==> src/rtl/chipper_ejector.sv <==
// chipper_ejector: ejection stage of a bufferless CHIPPER-style mesh router.
// Picks at most one flit per cycle addressed to this node out of the four
// incoming channels, queues it for the local core, and registers every other
// flit straight through. The ejected channel's slot is emptied for the injector.
module chipper_ejector #(
  parameter logic [2:0] NODE_ROW   = 3'd4,
  parameter logic [2:0] NODE_COL   = 3'd4,
  parameter int         FIFO_DEPTH = 4,
  parameter int         CNT_W      = 8
) (
  input  logic                          clk,
  input  logic                          rst_n,
  input  logic [9:0]                    northad,
  input  logic [9:0]                    southad,
  input  logic [9:0]                    eastad,
  input  logic [9:0]                    westad,
  input  logic                          n_vld,
  input  logic                          s_vld,
  input  logic                          e_vld,
  input  logic                          w_vld,
  output logic [9:0]                    nad,
  output logic [9:0]                    sad,
  output logic [9:0]                    ead,
  output logic [9:0]                    wad,
  output logic                          nad_vld,
  output logic                          sad_vld,
  output logic                          ead_vld,
  output logic                          wad_vld,
  output logic [9:0]                    localad,
  output logic                          local_vld,
  input  logic                          local_rdy,
  output logic [$clog2(FIFO_DEPTH):0]   fifo_cnt,
  output logic [CNT_W-1:0]              defl_cnt
);

  localparam int AW = $clog2(FIFO_DEPTH);
  localparam int CW = AW + 1;
  localparam int DW = CNT_W + 1;

  // Channel index order N=0, S=1, E=2, W=3 is also the round-robin order.
  logic [9:0]    in_flit [4];
  logic [3:0]    in_vld;
  logic [3:0]    cand;
  logic [3:0]    gold;
  logic [3:0]    pool;

  logic [1:0]    rr_ptr_reg, rr_ptr_next;
  logic [1:0]    win_idx, scan_idx;
  logic          win_found;
  logic          eligible, push, pop;
  logic [9:0]    win_flit;

  logic [2:0]    cand_num, losers;
  logic [DW-1:0] defl_sum;
  logic [CNT_W-1:0] defl_cnt_reg, defl_cnt_next;

  logic [9:0]    out_flit_reg [4];
  logic [3:0]    out_vld_reg;

  logic [9:0]    mem [FIFO_DEPTH];
  logic [AW-1:0] wr_ptr_reg, wr_ptr_next;
  logic [AW-1:0] rd_ptr_reg, rd_ptr_next;
  logic [CW-1:0] fifo_cnt_reg, fifo_cnt_next, remain;
  logic [9:0]    localad_reg, localad_next;
  logic          local_vld_reg;

  assign in_flit[0] = northad;
  assign in_flit[1] = southad;
  assign in_flit[2] = eastad;
  assign in_flit[3] = westad;
  assign in_vld     = {w_vld, e_vld, s_vld, n_vld};

  // An empty slot never matches, whatever its data bits hold.
  generate
    for (genvar gi = 0; gi < 4; gi++) begin : g_match
      assign cand[gi] = in_vld[gi] && (in_flit[gi][5:3] == NODE_ROW) &&
                        (in_flit[gi][2:0] == NODE_COL);
      assign gold[gi] = cand[gi] & in_flit[gi][9];
    end
  endgenerate

  // Golden candidates shadow the rest; the first pool member at or after the pointer wins.
  always_comb begin
    pool      = (|gold) ? gold : cand;
    win_found = 1'b0;
    win_idx   = rr_ptr_reg;
    scan_idx  = rr_ptr_reg;
    for (int i = 0; i < 4; i++) begin
      scan_idx = rr_ptr_reg + 2'(i);
      if (!win_found && pool[scan_idx]) begin
        win_found = 1'b1;
        win_idx   = scan_idx;
      end
    end
  end

  // Space is judged on the registered count, so a same-cycle pop never admits a push.
  assign eligible    = (fifo_cnt_reg < CW'(FIFO_DEPTH));
  assign push        = win_found & eligible;
  assign pop         = local_vld_reg & local_rdy;
  assign win_flit    = in_flit[win_idx];
  assign rr_ptr_next = push ? (win_idx + 2'd1) : rr_ptr_reg;

  // Every matching flit that is not taken this cycle counts as a deflection.
  always_comb begin
    cand_num = 3'd0;
    for (int i = 0; i < 4; i++) begin
      cand_num = cand_num + 3'(cand[i]);
    end
    losers        = cand_num - 3'(push);
    defl_sum      = {1'b0, defl_cnt_reg} + DW'(losers);
    defl_cnt_next = defl_sum[CNT_W] ? {CNT_W{1'b1}} : defl_sum[CNT_W-1:0];
  end

  // Next head flit: a push into an emptied queue surfaces directly, otherwise the
  // entry at the advanced read pointer; an empty queue keeps showing the last head.
  always_comb begin
    fifo_cnt_next = fifo_cnt_reg + CW'(push) - CW'(pop);
    remain        = fifo_cnt_reg - CW'(pop);
    wr_ptr_next   = wr_ptr_reg + AW'(push);
    rd_ptr_next   = rd_ptr_reg + AW'(pop);
    localad_next  = localad_reg;
    if (push && (remain == '0)) begin
      localad_next = win_flit;
    end else if (remain != '0) begin
      localad_next = mem[rd_ptr_next];
    end
  end

  // Queue storage, written only on an accepted ejection.
  always_ff @(posedge clk) begin
    if (push) begin
      mem[wr_ptr_reg] <= win_flit;
    end
  end

  // Queue pointers, occupancy, head flit and arbitration state.
  always_ff @(posedge clk or negedge rst_n) begin
    if (!rst_n) begin
      wr_ptr_reg    <= '0;
      rd_ptr_reg    <= '0;
      fifo_cnt_reg  <= '0;
      localad_reg   <= '0;
      local_vld_reg <= 1'b0;
      rr_ptr_reg    <= 2'd0;
      defl_cnt_reg  <= '0;
    end else begin
      wr_ptr_reg    <= wr_ptr_next;
      rd_ptr_reg    <= rd_ptr_next;
      fifo_cnt_reg  <= fifo_cnt_next;
      localad_reg   <= localad_next;
      local_vld_reg <= (fifo_cnt_next != '0);
      rr_ptr_reg    <= rr_ptr_next;
      defl_cnt_reg  <= defl_cnt_next;
    end
  end

  // Register every channel through unchanged, except the winner which becomes an empty slot.
  always_ff @(posedge clk or negedge rst_n) begin
    if (!rst_n) begin
      for (int i = 0; i < 4; i++) begin
        out_flit_reg[i] <= '0;
      end
      out_vld_reg <= '0;
    end else begin
      for (int i = 0; i < 4; i++) begin
        if (push && (win_idx == 2'(i))) begin
          out_flit_reg[i] <= '0;
          out_vld_reg[i]  <= 1'b0;
        end else begin
          out_flit_reg[i] <= in_flit[i];
          out_vld_reg[i]  <= in_vld[i];
        end
      end
    end
  end

  assign nad       = out_flit_reg[0];
  assign sad       = out_flit_reg[1];
  assign ead       = out_flit_reg[2];
  assign wad       = out_flit_reg[3];
  assign nad_vld   = out_vld_reg[0];
  assign sad_vld   = out_vld_reg[1];
  assign ead_vld   = out_vld_reg[2];
  assign wad_vld   = out_vld_reg[3];
  assign localad   = localad_reg;
  assign local_vld = local_vld_reg;
  assign fifo_cnt  = fifo_cnt_reg;
  assign defl_cnt  = defl_cnt_reg;

endmodule

==> config.mk <==
export PLATFORM = sky130hd
export DESIGN_NAME = chipper_ejector
export DESIGN_NICKNAME = d
export VERILOG_FILES = /design/src/rtl/chipper_ejector.sv
export SDC_FILE = /design/constraint.sdc
export NUM_CORES = 1
export LEC_CHECK = 0
export ABC_AREA = 1
export CAP_MARGIN = 20
export CORE_MARGIN = 5
export CORE_UTILIZATION = 35
export DETAILED_ROUTE_END_ITERATION = 7
export PLACE_DENSITY_LB_ADDON = 0.2
export SLEW_MARGIN = 40
export SYNTH_ARGS = -nofsm -noshare
export SYNTH_HDL_FRONTEND = slang
export SYNTH_SLANG_ARGS = --single-unit
==> constraint.sdc <==
create_clock -name clk -period 10.63 [get_ports clk]
set_clock_uncertainty 0.15 [all_clocks]
set_input_delay 2.6575 -clock clk [delete_from_list [all_inputs] [get_ports clk]]
set_output_delay 2.6575 -clock clk [all_outputs]
set_load 0.02 [all_outputs]
# == Word-level counts from Yosys, hierarchy flattened ==
# Memories as Yosys holds them, arrays and structs flattened.
# Index checks and enable logic that the tools add are counted.
# op_classes
addsub,14
n_lt_le_gt_ge,6
n_eq_ne,11
muxes,32
bitwise,7
n_reduce_logical,25
# op_table
cell,count
10-bit 2-to-1 mux,8
3-bit equality test (second input constant),8
10-bit binary-select mux with 2-bit select,1
1-bit logical AND,16
1-bit 2-to-1 mux,14
2-bit by 3-bit less-than comparator with 1-bit output (second input constant),4
8-bit by 3-bit adder with 9-bit output,1
3-bit by 1-bit subtractor with 3-bit output,3
1-bit binary-select mux with 2-bit select,4
8-bit 2-to-1 mux,1
3-bit by 1-bit adder with 3-bit output,2
1-bit AND,6
2-bit 2-to-1 mux,3
3-bit nonzero test,2
2-bit by 1-bit adder with 2-bit output,2
2-bit by 1-bit adder with 2-bit output (second input constant),2
2-bit adder (second input constant),2
2-bit equality test (second input constant),2
4-bit 2-to-1 mux,1
4-bit OR reduction,1
2-bit by 1-bit adder with 3-bit output,1
3-bit greater-or-equal comparator (second input constant),1
1-bit zero test,3
3-bit zero test,1
other kinds (6),6
# totals
register_bits,72
ram_bits,40
inputBits,47
output_inout_bits,66
word_cells,108
mem_count,1
# mem_list
memory,words,word_bits,rd,rd_clocked_by_memory_dff,wr,line_no,rtl
mem,4,10,1,0,1,60,logic [9:0] mem [FIFO_DEPTH];

# == Longest topological paths before layout ==
# Gate-level depths: netlist (run 1).
# depth
ltp_word,23
mapped_depth,28
depth_no_buf,28

# == Worst setup path before layout (run 1) ==
# Ideal clock, no wire load.
# synth_timing
kind,input-to-reg
from,in eastad[1]
to,reg defl_cnt_reg[2] (netlist: defl_cnt[2])
setup_time_ns,0.083
arrival_ns,6.563
required_time_ns,10.397
slack_ns,3.834
stages,26
n_path_buf,0
cell_sequence,inv_1 > nand2_1 > nor2_1 > nand3_2 > nand2_2 > nor2_4 > nand2_2 > nand3_1 > nand3_2 > nand2_2 > nor2_4 > nand3b_1 > nand2_2 > inv_2 > ha_1 > inv_1 > fa_1 > ha_1 > fa_1 > inv_1 > fa_1 > nor2_1 > nor2_1 > nor4_1 > nand2_1 > o21ai_0
# synth_between
elab_chain_len,21
word_cells_on_any_way,29
classes_between,add/sub: 4; eq/ne: 1; mux: 14; bitwise: 2; reduce/logical: 8
# synth_rtl
element,line_no,rtl
from (decl),15,"input logic [9:0] eastad,"
3-bit equality test (*),77,(in_flit[gi][2:0] == NODE_COL);
1-bit logical AND (*),76,assign cand[gi] = in_vld[gi] && (in_flit[gi][5:3] == NODE_ROW) &&
1-bit AND,78,assign gold[gi] = cand[gi] & in_flit[gi][9];
4-bit OR reduction,84,pool = (|gold) ? gold : cand;
4-bit 2-to-1 mux (*),84,
1-bit binary-select mux with 2-bit select,90,if (!win_found && pool[scan_idx]) begin
1-bit 2-to-1 mux (implied by the code),90,
1-bit 2-to-1 mux,90,
(+7 left out),-,
1-bit logical AND,90,
1-bit 2-to-1 mux (*),90,
1-bit AND (*),99,assign push = win_found & eligible;
named net push,50,"logic eligible, push, pop;"
3-bit by 1-bit subtractor with 3-bit output (*),110,losers = cand_num - 3'(push);
8-bit by 3-bit adder with 9-bit output (*),111,"defl_sum = {1'b0, defl_cnt_reg} + DW'(losers);"
8-bit 2-to-1 mux (*),112,defl_cnt_next = defl_sum[CNT_W] ? {CNT_W{1'b1}} : defl_sum[CNT_W-1:0];
named net defl_cnt_next[2],55,"logic [CNT_W-1:0] defl_cnt_reg, defl_cnt_next;"
to (signal assigned),154,defl_cnt_reg <= defl_cnt_next;
to (decl),55,
# The timed path passes the listed nets; every way through them passes the cells marked *. The select of a mux whose other input is x is not followed.
# A chain may end at the register's enable or synchronous reset.

# == Worst setup path in the final report (run 1) ==
# layout_timing
from,in westad[2]
to,reg defl_cnt_reg[2] (netlist: defl_cnt[2])
# layout_between
elab_chain_len,21
word_cells_on_any_way,28
classes_between,add/sub: 3; eq/ne: 1; mux: 14; bitwise: 2; reduce/logical: 8
# layout_rtl
element,line_no,rtl
from (decl),16,"input logic [9:0] westad,"
3-bit equality test (*),77,
1-bit logical AND (*),76,
1-bit AND,78,
4-bit OR reduction,84,
4-bit 2-to-1 mux (*),84,
1-bit binary-select mux with 2-bit select,90,
1-bit 2-to-1 mux (implied by the code),90,
1-bit 2-to-1 mux,90,
(+7 left out),-,
1-bit logical AND,90,
1-bit 2-to-1 mux (*),90,
1-bit AND (*),99,
named net push,50,
3-bit by 1-bit subtractor with 3-bit output (*),110,
8-bit by 3-bit adder with 9-bit output (*),111,
8-bit 2-to-1 mux (*),112,
named net defl_cnt_next[2],55,
# Marked as above.

==> reports/qor.txt, run 1 <==
DR WL/cell - 15.3 um
Worst hold start - localad[2]$_DFFE_PN0P_
Final ANT Viol Nets - 0
Synth unique cells - 40
Post-synth EDFFs - 40
Compound-Gate Fraction of Synth Area - 6.87%
Crit path required time - 10.76 ns
Die height - 134 um
Outcome - complete, no violations
Syn nets - 646
Combinational power share - 56.7%
Flop pwr share - 31.2%
Post-CTS Setup Bufs - 0
Htree depth - 3
Maximum clock frequency - 130 MHz
Largest vdd supply drop - 0.161 mV
Port Buffers - 112
Design Area, Final - 6950 um^2
Maximum clock insertion buffer count - 2
Post-synth top flop - dfrtp_1
WS Path Type - in2reg
Ys Warns - 0
Final net count - 756
Startpoint Class - input port
Core region area - 15100 um^2
Power per cell area - 385 nW/um^2
Total gr overflow - 0
Period minus WS final - 7.67 ns
Sw Ratio - 45.8%
Num CTS Buffers - 9
Global-route wire length before repair - 22100 um
RSZ-0062 raised after global routing - false
Final-report max-slew violation count - 0
GR Util All Layers - 15.8%
Clock Power Share - 12.1%
Post-Synth Simple-Gate Area - 22.6%
Number of flip-flops in the largest register - 40
LEAKAGE - 3.34 nW
Startpoint of the worst-slack reg-to-reg timing path - rr_ptr_reg[0]$_DFFE_PN0P_
Largest net degree at the start of global routing - 73
Register area share after synthesis - 56.0%
Largest family of logic cells by synthesized area - simple AND/OR/NAND/NOR gates
Setup TNS - 0 ns
Synth async-reset ratio - 64.3%
Setup violations, final - 0
Worst-margin pin slew - 0.670 ns
Final wirelength - 13500 um
Mux contribution to synthesized area - 0%
Dpl hpwl - 10300 um
Layout area overhead - 29.8%
Worst-Skew Late Latency - 0.36 ns
Commonest non-fill, non-tap cells in the layout - 155 x nand2_1, 111 x clkdlybuf4s50_1, 97 x inv_1
Post_cts resized - 0
Worst slew margin - 55.3%
Via count - 4107
Clock root cell - clkbuf_16
Syn Area/Cell - 9.22 um^2
Int Pwr - 1.45 mW
Psw - 1.23 mW
Pre-antenna DRT Iters - 5
N_diodes - 0
CTS tree - done
I/O pin count - 113
Post-synthesis xor/xnor area fraction - 0.981%
CP startpoint - westad[2]
Antenna violations before repair - 0
Placer Congestion - 0.873
DP Worst Slack - 2.62 ns
Critical path data arrival time - 7.80 ns
Largest Register - mem
Critical path capture point type - flip-flop
Initial drt markers - 243
Setup WS post-layout - 2.96 ns
# hold bufs at CTS - 0
Type of the most critical hold path - reg2reg
Max stage delay on crit path - 0.52 ns
Chip Width - 134 um
Layout cell share with drive strength beyond 1 - 7.33%
Synth Register Bits - 112
Crit-path slowest cell - clkdlybuf4s50_1
Initial Util - 35.5%
Die area - 17900 um^2
Period utilization - 72.1%
Worst-path clk slew - 0.07 ns
Area after DPL - 6670 um^2
Cells after synthesis - 581
Vias in the first global route - 4266
Leading cell type in the layout, fill and taps excluded - nand2_1
Layout filler cell count - 1440
Max Cap Viol - 0
Synth Area in Adders - 4.76%
CP max FO - 10
Row Count - 45
# clock sinks - 112
DRC viols - 0
Final hold viol count - 0
Synthesized area - 5360 um^2
Via density per instance - 4.65
-- power groups by stage --
stage | logic (mW) | clock network [mW] | registers (mW)
2_1_floorplan | 0.887 | 0 | 0.968
3_3_place_gp | 1.50 | 0 | 0.841
3_5_place_dp | 1.53 | 0 | 0.848
4_1_cts | 1.54 | 0.334 | 0.841
5_1_grt | 1.70 | 0.354 | 0.861
6_report | 1.52 | 0.324 | 0.837
-- cells by family (layout without fill, tap and decap cells) --
family	Yosys count	in the layout
simple gates	268	268
buf+inv	115	230
flops	112	112
compound gates	62	62
fa+ha+maj	18	18
xor+xnor	6	6
-- cell type report --
cell class,count,area (um^2),area share (%)
clock buffer,10,229,3.29
inverter,100,375,5.40
multi-input combinational,354,1920,27.6
timing repair buffer,114,1140,16.4
clock inverter,6,52.6,0.756
sequential,112,3000,43.2
tap,188,235,3.38
-- worst max-delay path, delay by kind of cell --
family | cells | cell delay [ns]
and+or+nand+nor | 15 | 2.11
buffers and inverters | 5 | 0.95
adders and majority gates | 5 | 1.94
AOI/OAI and AO/OA | 1 | 0.13
-- metrics by stage --
stage | utilization [%] | hold WS (ns) | instances | power, mW
floorplan | - | 0.333 | 581 | 1.86
global placement | 44.1 | 0.317 | 868 | 2.34
detailed placement | 44.2 | 0.331 | 868 | 2.38
CTS | 46.1 | 0.350 | 884 | 2.71
global route | 46.1 | 0.371 | 884 | 2.91
finish | 46.1 | 0.348 | 884 | 2.68
-- synth_stat cells, types with 6 or more instances --
| library cell | n | area, um^2 |
|---|---|---|
| nand3_1 | 38 | 190 |
| o21ai_0 | 35 | 175 |
| inv_1 | 97 | 364 |
| nand2_2 | 11 | 68.8 |
| o22ai_1 | 10 | 62.6 |
| o211ai_1 | 6 | 45.0 |
| clkbuf_1 | 6 | 22.5 |
| nor2_1 | 38 | 143 |
| dfrtp_1 | 72 | 1800 |
| ha_1 | 14 | 175 |
| nand2_1 | 155 | 582 |
| edfxtp_1 | 40 | 1200 |
-- routing by layer --
| layer | GRT usage (%) | share of wire, % | up-vias |
|---|---|---|---|
| met3 | 3.85 | 4.2 | 13 |
| met2 | 27.9 | 52 | 80 |
| met4 | 5.26 | 1.7 | 0 |
| met1 | 18.9 | 42 | 1952 |
| li1 | - | - | 2062 |
| met5 | 0 | 0 | - |
-- worst paths after layout --
check                                          to  slack (ns)  cells past startpoint
min                        localad[2]$_DFFE_PN0P_        0.35                      2
max                         defl_cnt[2]$_DFF_PN0_        2.96                     26
min reg2reg                localad[2]$_DFFE_PN0P_        0.35                      2
max in group asynchronous        ead[6]$_DFF_PN0_        7.71                      1
max reg2reg                 defl_cnt[2]$_DFF_PN0_        5.36                     20
min in group asynchronous   fifo_cnt[2]$_DFF_PN0_        2.16                      1
Note: power is estimated with default switching activity, not from simulation.
==> inputs of run 2 (changes only) <==
Clock period 10.63 ns to 7.32 ns, I/O delays scaled along.
==> run 2 against run 1 <==
  * Flip-flop and latch count did not move
  * Clock power rose by 48%
  * Utilization rose by 0.091 points
  * Via count rose by 1.5%
  * Combinational power rose by 45%
  * Setup slack got worse by 2.2 ns
  * Largest power group unchanged
  * Highest routed layer unchanged
==> reports/qor.txt, run 2 (synthesis results as in run 1) <==
Outcome - complete, no violations
DP Worst Slack - 0.367 ns
Initial Util - 35.5%
Clock root cell - clkbuf_16
Startpoint of the worst-slack reg-to-reg timing path - rr_ptr_reg[0]$_DFFE_PN0P_
Final Non-Filler Cells - 885
Type of the most critical hold path - reg2reg
Crit path required time - 7.44 ns
Core region area - 15100 um^2
Dpl hpwl - 10400 um
Buf+Inv Stages, Crit Path - 5
Commonest non-fill, non-tap cells in the layout - 155 x nand2_1, 111 x clkdlybuf4s50_1, 97 x inv_1
Worst slew margin - 55.0%
Antenna violations before repair - 0
Post_cts resized - 0
Crit-path slowest cell - clkdlybuf4s50_1
GR Util All Layers - 16.0%
Hold Path Stages - 2
Max stage delay on crit path - 0.53 ns
Worst-margin pin slew - 0.676 ns
Worst reg2reg setup slack - 2.28 ns
N_diodes - 0
Placed instance count - 869
Largest Register - mem
Critical path capture point type - flip-flop
Reg2reg path depth - 20
I/O pin count - 113
Period utilization - 89.9%
WS Path Type - in2reg
Layout cell share with drive strength beyond 1 - 7.60%
Period minus WS final - 6.58 ns
Htree depth - 3
Final wirelength - 13700 um
Global-route wire length before repair - 22200 um
Power per cell area - 561 nW/um^2
Layout area overhead - 30.1%
Die area - 17900 um^2
Max Cap Viol - 0
Maximum clock frequency - 152 MHz
Worst hold start - localad[2]$_DFFE_PN0P_
Number of flip-flops in the largest register - 40
Via count - 4168
Final-report max-slew violation count - 0
Pre-antenna DRT Iters - 4
Chip Width - 134 um
Worst-path clk slew - 0.08 ns
DR WL/cell - 15.5 um
Port Buffers - 112
Worst-Skew Late Latency - 0.35 ns
# clock sinks - 112
CP max FO - 10
RSZ-0062 raised after global routing - false
Final net count - 757
Setup violations, final - 0
Vias in the first global route - 4272
Setup WS post-layout - 0.742 ns
Row Count - 45
R2r endpoint - defl_cnt[6]$_DFF_PN0_
LEAKAGE - 3.35 nW
Via density per instance - 4.71
Largest vdd supply drop - 0.218 mV
Hold path endpoint - localad[2]$_DFFE_PN0P_
Die height - 134 um
Num CTS Buffers - 9
CTS tree - done
Total gr overflow - 0
Maximum clock insertion buffer count - 2
Final hold viol count - 0
Startpoint Class - input port
Largest net degree at the start of global routing - 73
Largest delay share family, worst path - simple AND/OR/NAND/NOR gates
Critical path data arrival time - 6.70 ns
Final core occ - 46.2%
DRC viols - 0
Setup TNS - 0 ns
Initial drt markers - 269
Final ANT Viol Nets - 0
Hold slack - 0.345 ns
Leading cell type in the layout, fill and taps excluded - nand2_1
Placer Congestion - 0.848
Post-CTS Setup Bufs - 0
# hold bufs at CTS - 0
==> run 2: cell count changes in the layout (fill, tap and decap cells not counted), sizes merged <==
cell / delta
buf: +1
clkbuf: -1
inv: +1
==> run 2: per-stage QoR <==
stage               total power, mW  instance area [um^2]
floorplan                      2.69                  5360
global placement               3.41                  6660
detailed placement             3.48                  6680
CTS                            3.97                  6970
global route                   4.26                  6970
finish                         3.91                  6970
==> run 2: final cells by class <==
| type | count | area [um^2] |
|---|---|---|
| tap | 188 | 235 |
| clock buffer | 9 | 225 |
| inverter | 100 | 375 |
| timing repair buffer | 115 | 1140 |
| fill | 1459 | 8120 |
| clock inverter | 7 | 62.6 |
| sequential | 112 | 3000 |
| multi-input combinational | 354 | 1920 |
==> run 2: report_power, final <==
part | total [mW] | leakage [nW] | internal [mW] | switching (mW)
logic | 2.21 | 2.00 | 0.789 | 1.42
clock network | 0.481 | 0.141 | 0.238 | 0.243
registers | 1.22 | 1.22 | 1.09 | 0.123
total | 3.91 | 3.35 | 2.12 | 1.79
==> run 2: worst max-delay path by stage <==
stage | start | endpoint | slack, ns | cells after the start
3_3_place_gp | northad[1] | defl_cnt[6]$_DFF_PN0_ | 0.58 | 25
6_report | westad[5] | defl_cnt[6]$_DFF_PN0_ | 0.74 | 26
5_1_grt | westad[5] | defl_cnt[6]$_DFF_PN0_ | 0.27 | 26
2_1_floorplan | eastad[1] | defl_cnt[2]$_DFF_PN0_ | 1.35 | 26
4_1_cts | westad[5] | defl_cnt[6]$_DFF_PN0_ | 0.74 | 26
3_5_place_dp | westad[5] | defl_cnt[6]$_DFF_PN0_ | 0.37 | 26
==> run 2: layer usage <==
metal / GRT usage (%) / part of all wire, % / vias to the layer above
met2: 27.2 / 51 / 93
met5: 0 / 0 / -
met4: 6.00 / 2.8 / 0
met1: 19.4 / 42 / 1984
li1: - / - / 2067
met3: 4.27 / 4.3 / 24
==> run 2: tightest hold or removal path: stages (launching register included) <==
cell     delay [ns]
dfrtp_1        0.35
nand2_1        0.06
nand3_1        0.06
==> inputs of run 3 (changes only) <==
Settings changed: PLACE_DENSITY_LB_ADDON 0.2 to not set.
==> run 3 against run 2 <==
  * Fmax barely moved
  * Largest cell class unchanged
  * Critical path depth did not move
  * Hold slack got worse by 0.0050 ns
  * Critical path type unchanged
  * First-iteration DRC count rose by 25%
  * Sequential share of layout area fell by 0.12 points
  * Flip-flop and latch count did not move
  * Via count rose by 0.82%
  * Critical endpoint is now defl_cnt[2]$_DFF_PN0_
  * Total power rose by 1.4%
==> reports/qor.txt, run 3 (synthesis results as in run 1) <==
Outcome - complete, no violations
Period utilization - 89.9%
Worst-margin pin slew - 0.683 ns
Final net count - 756
Row Count - 45
LEAKAGE - 3.36 nW
Initial Util - 35.5%
Final-report max-slew violation count - 0
R2r endpoint - defl_cnt[2]$_DFF_PN0_
Final hold viol count - 0
Critical path destination - defl_cnt[2]$_DFF_PN0_
Crit path required time - 7.43 ns
Placer Congestion - 0.851
# hold bufs at CTS - 0
DR WL/cell - 15.7 um
Startpoint Class - input port
DRC viols - 0
Antenna violations before repair - 0
Num CTS Buffers - 9
Number of flip-flops in the largest register - 40
Post-CTS Setup Bufs - 0
I/O pin count - 113
GR Util All Layers - 15.8%
Post_cts resized - 0
Critical path capture point type - flip-flop
N_diodes - 0
Clock root cell - clkbuf_16
Port Buffers - 112
Vias in the first global route - 4189
Period minus WS final - 6.58 ns
Power per cell area - 567 nW/um^2
Largest vdd supply drop - 0.257 mV
Via density per instance - 4.75
Worst-path clk slew - 0.07 ns
Final ANT Viol Nets - 0
Maximum clock frequency - 152 MHz
Dpl hpwl - 10400 um
Hold slack - 0.340 ns
WS Path Type - in2reg
Layout cell share with drive strength beyond 1 - 7.47%
CP max FO - 10
Setup TNS - 0 ns
# clock sinks - 112
CTS tree - done
Leading cell type in the layout, fill and taps excluded - nand2_1
Pre-antenna DRT Iters - 4
Worst slew margin - 54.5%
Maximum clock insertion buffer count - 2
Largest Register - mem
Commonest non-fill, non-tap cells in the layout - 155 x nand2_1, 111 x clkdlybuf4s50_1, 97 x inv_1
Final wirelength - 13900 um
Reg2reg path depth - 20
Setup violations, final - 0
Initial drt markers - 335
Core region area - 15100 um^2
Die area - 17900 um^2
Total gr overflow - 0
Worst-Skew Late Latency - 0.35 ns
Die height - 134 um
Htree depth - 3
Critical path data arrival time - 6.70 ns
Chip Width - 134 um
Via count - 4202
Startpoint of the worst-slack reg-to-reg timing path - rr_ptr_reg[0]$_DFFE_PN0P_
Type of the most critical hold path - reg2reg
Layout area overhead - 30.4%
CP startpoint - westad[2]
Max Cap Viol - 0
Largest net degree at the start of global routing - 73
Worst reg2reg setup slack - 2.23 ns
Layout filler cell count - 1455
RSZ-0062 raised after global routing - false
Global-route wire length before repair - 22000 um
==> run 3: cell types whose count changed in the layout (fill, tap and decap cells not counted), sizes merged <==
| cell | previous run | this run |
|---|---|---|
| buf | 4 | 3 |
| bufinv | 0 | 1 |
| clkinv | 3 | 2 |
==> run 3: worst max-delay path, stage by stage <==
cell,delay (ns)
clkdlybuf4s50_1,0.51
nand2_1,0.06
nor2_1,0.22
nand3_2,0.16
nand2_2,0.13
nor2_4,0.07
nand2_2,0.08
nand3_1,0.09
nand3_1,0.11
nand2_2,0.10
nor2_4,0.17
nand3b_1,0.11
nand2_2,0.08
inv_2,0.08
ha_1,0.28
inv_1,0.05
fa_1,0.48
ha_1,0.23
fa_1,0.50
inv_1,0.06
fa_1,0.40
nor2_1,0.16
nor2_1,0.08
nor4_1,0.24
nand2_1,0.24
o21ai_0,0.14
==> run 3: layer usage <==
metal	track usage, %	share of wire [%]	vias up
met5	0	0	-
li1	-	-	2068
met1	20.2	44	2007
met4	5.14	1.4	0
met2	27.1	50	115
met3	2.87	4.7	12
==> run 3: power by group <==
part	internal, mW	switching (mW)	leakage, nW
Clock	0.270	0.237	0.147
Sequential	1.09	0.124	1.22
Combinational	0.786	1.45	1.99
Total	2.15	1.81	3.36
==> run 3: worst min-delay path by stage <==
| stage | slack (ns) | cells after the start | to | start |
|---|---|---|---|---|
| after floorplan | 0.33 | 1 | wr_ptr_reg[1]$_DFF_PN0_ | wr_ptr_reg[1]$_DFF_PN0_ |
| after global placement | 0.32 | 2 | localad[2]$_DFFE_PN0P_ | localad[2]$_DFFE_PN0P_ |
| after detailed placement | 0.33 | 2 | localad[2]$_DFFE_PN0P_ | localad[2]$_DFFE_PN0P_ |
| after CTS | 0.35 | 2 | localad[2]$_DFFE_PN0P_ | localad[2]$_DFFE_PN0P_ |
| after global routing | 0.37 | 2 | localad[2]$_DFFE_PN0P_ | localad[2]$_DFFE_PN0P_ |
| final | 0.34 | 2 | localad[2]$_DFFE_PN0P_ | localad[2]$_DFFE_PN0P_ |
==> run 3: layout make-up <==
type | count | area (um^2) | area share [%]
multi-input cells | 354 | 1930 | 27.7
flip-flops and latches | 112 | 3000 | 43.0
clock buffers | 9 | 225 | 3.22
well taps | 188 | 235 | 3.37
clock inverters | 7 | 77.6 | 1.11
repair buffers | 114 | 1140 | 16.3
inverters | 100 | 375 | 5.37
==> run 3: through the flow <==
stage	cells	util, %	worst slack, ns	instance area (um^2)	total power, mW
CTS	884	46.3	0.714	6990	4.01
finish	884	46.3	0.736	6990	3.96
global placement	868	44.1	0.547	6660	3.42
detailed placement	868	44.3	0.347	6680	3.49
global route	884	46.3	0.164	6990	4.30
floorplan	581	-	1.35	5360	2.69
